<file path="config.mk">
export PLATFORM = sky130hd
export DESIGN_NAME = uart_program_loader_flat
export DESIGN_NICKNAME = d
export VERILOG_FILES = /design/src/rtl/uart_program_loader_if.sv /design/src/rtl/uart_program_loader.sv /design/src/flat_wrapper.sv
export SDC_FILE = /design/constraint.sdc
export NUM_CORES = 1
export LEC_CHECK = 0
export CORE_MARGIN = 2
export CORE_UTILIZATION = 52
export DETAILED_ROUTE_END_ITERATION = 10
export PLACE_DENSITY = 0.76
export SLEW_MARGIN = 20
export SYNTH_ARGS = -nofsm -noshare
export SYNTH_HDL_FRONTEND = slang
export SYNTH_SLANG_ARGS = --single-unit
</file>
<file path="constraint.sdc">
create_clock -name clk -period 2.3 [get_ports clk]
set_input_delay 0.345 -clock clk [delete_from_list [all_inputs] [get_ports clk]]
set_output_delay 0.345 -clock clk [all_outputs]
set_load 0.03 [all_outputs]
</file>
<file path="src/rtl/uart_program_loader_if.sv">
// BRAM port A write bus driven by the UART program loader.
// The loader drives the bus through the master modport; the BRAM-side mux sees the slave modport.
interface uart_program_loader_if;
  logic [3:0]  mem_we;
  logic [31:0] mem_addr;
  logic [31:0] mem_din;

  modport master (
    output mem_we,
    output mem_addr,
    output mem_din
  );

  modport slave (
    input mem_we,
    input mem_addr,
    input mem_din
  );
endinterface

</file>
<file path="src/rtl/uart_program_loader.sv">
// UART program loader: receives a length-prefixed program image over 8N1 UART
// and writes it word-by-word into IMEM (BRAM port A). The core is held in reset
// until the image is complete.
// Optional feature macro: LOADER_CHECKSUM_EN adds a trailing XOR checksum byte
// that must match the XOR of all length and payload bytes.
module uart_program_loader #(
  parameter int CLKS_PER_BIT = 868,
  parameter int MAX_WORDS    = 4096
) (
  input  logic                         clk,
  input  logic                         rst,
  input  logic                         uart_rx,
  uart_program_loader_if.master        mem,
  output logic                         core_rst,
  output logic                         load_done,
  output logic                         load_err,
  output logic                         frame_err
);

  localparam int CW = $clog2(CLKS_PER_BIT) + 1;
  localparam logic [CW-1:0] FULL_M1 = CW'(CLKS_PER_BIT - 1);
  localparam logic [CW-1:0] HALF_M1 = CW'(CLKS_PER_BIT / 2 - 1);

  typedef enum logic [1:0] {R_IDLE, R_START, R_DATA, R_STOP} rx_state_e;

`ifdef LOADER_CHECKSUM_EN
  typedef enum logic [2:0] {L_LEN, L_DATA, L_FIN, L_ERR, L_CSUM} ld_state_e;
  localparam ld_state_e L_AFTER = L_CSUM;
`else
  typedef enum logic [2:0] {L_LEN, L_DATA, L_FIN, L_ERR} ld_state_e;
  localparam ld_state_e L_AFTER = L_FIN;
`endif

  // receiver state
  logic            rx_s1_q, rx_s2_q, rx_prev_q;
  rx_state_e       rx_state_q, rx_state_d;
  logic [CW-1:0]   clk_cnt_q, clk_cnt_d;
  logic [2:0]      bit_cnt_q, bit_cnt_d;
  logic [7:0]      shift_q, shift_d;
  logic            byte_valid_q, byte_valid_d;
  logic            frame_err_q, frame_err_d;

  // loader state
  ld_state_e       ld_state_q, ld_state_d;
  logic [1:0]      byte_cnt_q, byte_cnt_d;
  logic [31:0]     len_q, len_d;
  logic [31:0]     word_q, word_d;
  logic [31:0]     word_idx_q, word_idx_d;
  logic [3:0]      mem_we_q, mem_we_d;
  logic [31:0]     mem_addr_q, mem_addr_d;
  logic [31:0]     mem_din_q, mem_din_d;
  logic            core_rst_q, core_rst_d;
  logic            load_done_q, load_done_d;
  logic            load_err_q, load_err_d;
  logic [31:0]     n_s;
`ifdef LOADER_CHECKSUM_EN
  logic [7:0]      csum_q, csum_d;
`endif

  // Two-flop synchronizer for the asynchronous rx line plus a delayed copy for edge detection.
  always_ff @(posedge clk) begin
    if (rst) begin
      rx_s1_q   <= 1'b1;
      rx_s2_q   <= 1'b1;
      rx_prev_q <= 1'b1;
    end else begin
      rx_s1_q   <= uart_rx;
      rx_s2_q   <= rx_s1_q;
      rx_prev_q <= rx_s2_q;
    end
  end

  // Receiver next-state: mid-bit sampling of start, 8 data bits (LSB first) and stop bit.
  always_comb begin
    rx_state_d   = rx_state_q;
    clk_cnt_d    = clk_cnt_q;
    bit_cnt_d    = bit_cnt_q;
    shift_d      = shift_q;
    byte_valid_d = 1'b0;
    frame_err_d  = frame_err_q;
    case (rx_state_q)
      R_IDLE: begin
        clk_cnt_d = '0;
        bit_cnt_d = 3'd0;
        if (rx_prev_q && !rx_s2_q) begin
          rx_state_d = R_START;
        end else begin
          rx_state_d = R_IDLE;
        end
      end
      R_START: begin
        if (clk_cnt_q == HALF_M1) begin
          clk_cnt_d = '0;
          if (!rx_s2_q) begin
            rx_state_d = R_DATA;
          end else begin
            rx_state_d = R_IDLE;
          end
        end else begin
          clk_cnt_d = clk_cnt_q + 1'b1;
        end
      end
      R_DATA: begin
        if (clk_cnt_q == FULL_M1) begin
          clk_cnt_d = '0;
          shift_d   = {rx_s2_q, shift_q[7:1]};
          bit_cnt_d = bit_cnt_q + 3'd1;
          if (bit_cnt_q == 3'd7) begin
            rx_state_d = R_STOP;
          end else begin
            rx_state_d = R_DATA;
          end
        end else begin
          clk_cnt_d = clk_cnt_q + 1'b1;
        end
      end
      R_STOP: begin
        if (clk_cnt_q == FULL_M1) begin
          clk_cnt_d  = '0;
          rx_state_d = R_IDLE;
          if (rx_s2_q) begin
            byte_valid_d = 1'b1;
          end else begin
            frame_err_d = 1'b1;
          end
        end else begin
          clk_cnt_d = clk_cnt_q + 1'b1;
        end
      end
      default: begin
        rx_state_d = R_IDLE;
        clk_cnt_d  = '0;
      end
    endcase
  end

  // Receiver state register.
  always_ff @(posedge clk) begin
    if (rst) begin
      rx_state_q   <= R_IDLE;
      clk_cnt_q    <= '0;
      bit_cnt_q    <= 3'd0;
      shift_q      <= 8'h00;
      byte_valid_q <= 1'b0;
      frame_err_q  <= 1'b0;
    end else begin
      rx_state_q   <= rx_state_d;
      clk_cnt_q    <= clk_cnt_d;
      bit_cnt_q    <= bit_cnt_d;
      shift_q      <= shift_d;
      byte_valid_q <= byte_valid_d;
      frame_err_q  <= frame_err_d;
    end
  end

  // Word count as it stands once the current byte is taken as the 4th length byte.
  assign n_s = {shift_q, len_q[23:0]};

  // Loader next-state: length header, payload words, completion or error.
  always_comb begin
    ld_state_d = ld_state_q;
    byte_cnt_d = byte_cnt_q;
    len_d      = len_q;
    word_d     = word_q;
    word_idx_d = word_idx_q;
    mem_we_d   = 4'h0;
    mem_addr_d = mem_addr_q;
    mem_din_d  = mem_din_q;
`ifdef LOADER_CHECKSUM_EN
    csum_d     = csum_q;
`endif
    case (ld_state_q)
      L_LEN: begin
        if (byte_valid_q) begin
          len_d[{byte_cnt_q, 3'b000} +: 8] = shift_q;
          byte_cnt_d = byte_cnt_q + 2'd1;
`ifdef LOADER_CHECKSUM_EN
          csum_d = csum_q ^ shift_q;
`endif
          if (byte_cnt_q == 2'd3) begin
            word_idx_d = 32'd0;
            if (n_s > 32'(MAX_WORDS)) begin
              ld_state_d = L_ERR;
            end else if (n_s == 32'd0) begin
              ld_state_d = L_AFTER;
            end else begin
              ld_state_d = L_DATA;
            end
          end else begin
            ld_state_d = L_LEN;
          end
        end else begin
          ld_state_d = L_LEN;
        end
      end
      L_DATA: begin
        if (byte_valid_q) begin
          word_d[{byte_cnt_q, 3'b000} +: 8] = shift_q;
          byte_cnt_d = byte_cnt_q + 2'd1;
`ifdef LOADER_CHECKSUM_EN
          csum_d = csum_q ^ shift_q;
`endif
          if (byte_cnt_q == 2'd3) begin
            mem_we_d   = 4'hF;
            mem_addr_d = {word_idx_q[29:0], 2'b00};
            mem_din_d  = {shift_q, word_q[23:0]};
            word_idx_d = word_idx_q + 32'd1;
            if (word_idx_q == (len_q - 32'd1)) begin
              ld_state_d = L_AFTER;
            end else begin
              ld_state_d = L_DATA;
            end
          end else begin
            ld_state_d = L_DATA;
          end
        end else begin
          ld_state_d = L_DATA;
        end
      end
`ifdef LOADER_CHECKSUM_EN
      L_CSUM: begin
        if (byte_valid_q) begin
          if (shift_q == csum_q) begin
            ld_state_d = L_FIN;
          end else begin
            ld_state_d = L_ERR;
          end
        end else begin
          ld_state_d = L_CSUM;
        end
      end
`endif
      L_FIN:   ld_state_d = L_FIN;
      L_ERR:   ld_state_d = L_ERR;
      default: ld_state_d = L_ERR;
    endcase

    if (ld_state_q == L_FIN) begin
      core_rst_d  = 1'b0;
      load_done_d = 1'b1;
    end else begin
      core_rst_d  = 1'b1;
      load_done_d = 1'b0;
    end

    if (ld_state_q == L_ERR) begin
      load_err_d = 1'b1;
    end else begin
      load_err_d = 1'b0;
    end
  end

  // Loader state and output registers.
  always_ff @(posedge clk) begin
    if (rst) begin
      ld_state_q  <= L_LEN;
      byte_cnt_q  <= 2'd0;
      len_q       <= 32'd0;
      word_q      <= 32'd0;
      word_idx_q  <= 32'd0;
      mem_we_q    <= 4'h0;
      mem_addr_q  <= 32'd0;
      mem_din_q   <= 32'd0;
      core_rst_q  <= 1'b1;
      load_done_q <= 1'b0;
      load_err_q  <= 1'b0;
`ifdef LOADER_CHECKSUM_EN
      csum_q      <= 8'h00;
`endif
    end else begin
      ld_state_q  <= ld_state_d;
      byte_cnt_q  <= byte_cnt_d;
      len_q       <= len_d;
      word_q      <= word_d;
      word_idx_q  <= word_idx_d;
      mem_we_q    <= mem_we_d;
      mem_addr_q  <= mem_addr_d;
      mem_din_q   <= mem_din_d;
      core_rst_q  <= core_rst_d;
      load_done_q <= load_done_d;
      load_err_q  <= load_err_d;
`ifdef LOADER_CHECKSUM_EN
      csum_q      <= csum_d;
`endif
    end
  end

  assign mem.mem_we   = mem_we_q;
  assign mem.mem_addr = mem_addr_q;
  assign mem.mem_din  = mem_din_q;
  assign core_rst     = core_rst_q;
  assign load_done    = load_done_q;
  assign load_err     = load_err_q;
  assign frame_err    = frame_err_q;

endmodule

</file>
<file path="src/flat_wrapper.sv">
// flat-port wrapper written by rule: the top's interface ports become plain ports
module uart_program_loader_flat 
#(
  parameter int CLKS_PER_BIT = 868,
  parameter int MAX_WORDS    = 4096
)
  (clk, rst, uart_rx, core_rst, load_done, load_err, frame_err, mem_mem_we, mem_mem_addr, mem_mem_din);
  uart_program_loader_if mem_i ();
  input  logic clk;
  input  logic rst;
  input  logic uart_rx;
  output logic core_rst;
  output logic load_done;
  output logic load_err;
  output logic frame_err;
  output wire logic [$bits(mem_i.mem_we)-1:0] mem_mem_we;
  output wire logic [$bits(mem_i.mem_addr)-1:0] mem_mem_addr;
  output wire logic [$bits(mem_i.mem_din)-1:0] mem_mem_din;
  assign mem_mem_we = mem_i.mem_we;
  assign mem_mem_addr = mem_i.mem_addr;
  assign mem_mem_din = mem_i.mem_din;
  uart_program_loader #(.CLKS_PER_BIT(CLKS_PER_BIT), .MAX_WORDS(MAX_WORDS)) u_core (.clk(clk), .rst(rst), .uart_rx(uart_rx), .mem(mem_i), .core_rst(core_rst), .load_done(load_done), .load_err(load_err), .frame_err(frame_err));
endmodule
</file>
==> flow_summary.ini <==
[timing]
finalClockSkew_ns = 0.005797
hold_violations = 0
rsz0062_at_grt = yes
post-route-min-period_ns = 2.315
max_freq_mhz = 432.1
setup_viol = 1
max_slew_margin_pct = 59.76
fin_ws_ns = -0.01453
drv_slew = 0
timing.final.crit_share_pct = 100.6
worstMarginPinSlew_ns = 0.6036

[clock_network]
clockRootBuffer = clkbuf_16
holdBufCountCts = 0
cts_max_path_buffers = 2
cts.sinks = 187
clk_latency_ns = 0.43
clk_pin_slew_ns = 0.07
cts_tree = done
htreeDepth = 4
cts_buffers = 17

[global_routing]
grt_max_degree = 51
gr-total-overflow = 0
grt_pass1_vias = 6971
grt_use_total_pct = 24.02
grt_pass1_wl_mm = 34.13
antenna_found_initial = 0

[layout]
layout_commonest_cell = nand2_1
layout.nets = 1182
diodes = 0
fillerInstances = 1365
fin_util_pct = 65.49
area_growth_pct = 23.41
drive_gt1_share_pct = 12.46
most-common-layout-cells = nand2_1, dfxtp_1, a21oi_1

[floorplanning]
die_w_um = 131.3
num_io_pins = 75
std_cell_rows = 46
die_area_um2 = 17240
start_util_pct = 53.06
core-area_um2 = 15890
die_h_um = 131.3

[worst_setup_path]
slowest_stage = or4_1
critPathMaxFanout = 5
startpoint_type = flip-flop
timing.rr.end = u_core.ld_state_q[0]$_SDFF_PP0_
max_stage_delay_ns = 0.48
r2r_start = u_core.len_q[3]$_SDFFE_PP0P_
worst_r2r_path_depth = 8
crit_family = simple AND/OR/NAND/NOR gates
critPathCaptureType = flip-flop
rrSetupSlack_ns = -0.01
critical_path_class = reg2reg
cp-startpoint = u_core.len_q[3]$_SDFFE_PP0P_
crit_required_ns = 2.63
path_cells = buf_6, nor4_4, nand3_2, or4_1, a221o_1, nor4_2, nand4_1, o31a_1
critical_path_buf_inv_count = 1
arrival_ns = 2.64

[synthesis]
synth_area_um2 = 8429
synth_top_family_by_area = simple AND/OR/NAND/NOR gates
ys.flop_type = dfxtp_1
synth_compound_area_share_pct = 12.48
synth_edf_count = 0
synthAdderAreaFrac_pct = 1.781
seq_area_frac_synth_pct = 44.41
ys_ff_latch = 187
synth_xor_area_share_pct = 7.555
avgSynthCellArea_um2 = 7.885
synth_top_cell_area_share_pct = 44.41
synth_cell_types = 63
yosysTopAreaCell = dfxtp_1
async_flop_share_pct = 0
yosysWarnings = 0
synth_mux_area_share_pct = 0.4898
synth_simple_gate_area_share_pct = 28.91
synthTopCellsByArea = dfxtp_1, nand2_1, a21oi_1
postSynthCellCount = 1069

[run_status]
failed_checks = setup timing
outcome = complete, but fails checks

[worst_hold_path]
min_to = u_core.len_q[6]$_SDFFE_PP0P_
hold_path_depth = 2
hp-class = in2reg
hold_start = rst

[flow_run]
maxCapViolCount = 0

[drt]
detail-route-antenna-nets = 0
wl_met3_um = 920
wl_met1_mm = 9.766
drt_iter0_markers = 508
viasPerCell = 5.436
routed.top_layer = met4
wl_met2_mm = 9.616
first_pass_iters = 5
drt_wl_total_mm = 20.72
drc = 0
wire_per_inst_um = 14.84
num_vias = 7588

[placement]
io_buffers = 72
gp_congestion = 0.9784
dp_hpwl_mm = 14.28

[pwr]
ir_worst_vdd_uv = 497.8
finalPower_mw = 6.243
p_per_area_nw_per_um2 = 600.1
leakagePower_nw = 3.712
[how the worst max path moves through the flow]
stage | endpoint | slack (ns) | cells after the start
after floorplan | u_core.ld_state_q[0]$_SDFF_PP0_ | 0.009 | 9
after global placement | u_core.ld_state_q[0]$_SDFF_PP0_ | -0.13 | 9
after detailed placement | u_core.ld_state_q[1]$_SDFF_PP0_ | -0.21 | 9
after CTS | u_core.ld_state_q[0]$_SDFF_PP0_ | -0.009 | 8
after global routing | u_core.ld_state_q[1]$_SDFF_PP0_ | -0.12 | 8
final | u_core.ld_state_q[0]$_SDFF_PP0_ | -0.01 | 8
[worst register-to-register path, delay by kind of cell, from the launching register on]
kind,cells,cell delay (ns)
simple gates,5,1.18
compound gates,2,0.58
flops,1,0.33
buf+inv,1,0.13
[kinds of logic (layout without fill, tap and decap cells)]
group / Yosys count / count (layout)
xor+xnor: 71 / 71
flops: 187 / 187
other cells: 1 / 2
buf+inv: 91 / 201
mux: 4 / 4
fa+ha+maj: 12 / 12
compound gates: 187 / 187
simple gates: 516 / 516
[sequential cells by signal, indices dropped and copies added (netlist names), 2 cells and up, named ones only]
signal and flops:
u_core.len_q 32, u_core.clk_cnt_q 11, u_core.ld_state_q 2, u_core.word_idx_q 32, u_core.byte_cnt_q 2, u_core.bit_cnt_q 3
u_core.shift_q 8, u_core.mem.mem_addr 30, u_core.word_q 24, u_core.mem.mem_din 32
[cell type report]
| type | instances | area [um^2] | share of cell area [%] |
|---|---|---|---|
| clock inverters | 12 | 138.9 | 1.335 |
| inverters | 16 | 60.06 | 0.5773 |
| clock buffers | 20 | 446.7 | 4.294 |
| repair buffers | 153 | 1343 | 12.91 |
| well taps | 216 | 270.3 | 2.598 |
| flip-flops and latches | 187 | 3746 | 36.01 |
| multi-input cells | 792 | 4398 | 42.28 |
[cells in the mapped netlist (10+ instances only)]
cell and number:
a21oi_1 139, and3_1 11, clkbuf_1 60, dfxtp_1 187, ha_1 12, inv_1 16, nand2_1 233, nand3_1 79
nand4_1 15, nor2_1 76, nor2b_1 10, nor3_1 19, nor4_1 12, or2_2 10, xnor2_1 37, xor2_1 33
[metal layers]
metal	vias to the layer above	track usage, %
li1	3832	-
met1	3555	32.27
met2	166	38.98
met3	35	4.475
met4	0	8.213
met5	-	0
[report_power, final]
part / internal [mW] / switching [mW]
combinational: 0.0122 / 0.0567
sequential: 3.24 / 0.00510
clock: 1.64 / 1.29
total: 4.90 / 1.35
[timing repair]
action / 4_1_cts / 5_1_grt
buffers inserted: 2 / 1
hold endpoints to repair: 0 / 0
gates resized for setup: 8 / 9
endpoints found under the setup margin: 4 / 4
pin swaps: 7 / 1
[metrics by stage]
step                setup slack [ns]  hold slack (ns)  cells    TNS, ns  area, um^2
global placement             -0.1329           0.3932   1361    -0.2466        9723
finish                      -0.01453           0.2039   1396   -0.01453       10400
floorplan                   0.008617           0.3895   1070          0        8434
CTS                        -0.009393           0.1940   1395  -0.009393       10360
global route                 -0.1179           0.2143   1396    -0.2349       10400
detailed placement           -0.2122           0.4022   1361    -0.4197        9723
No activity file was read; power rests on OpenSTA's default activity.
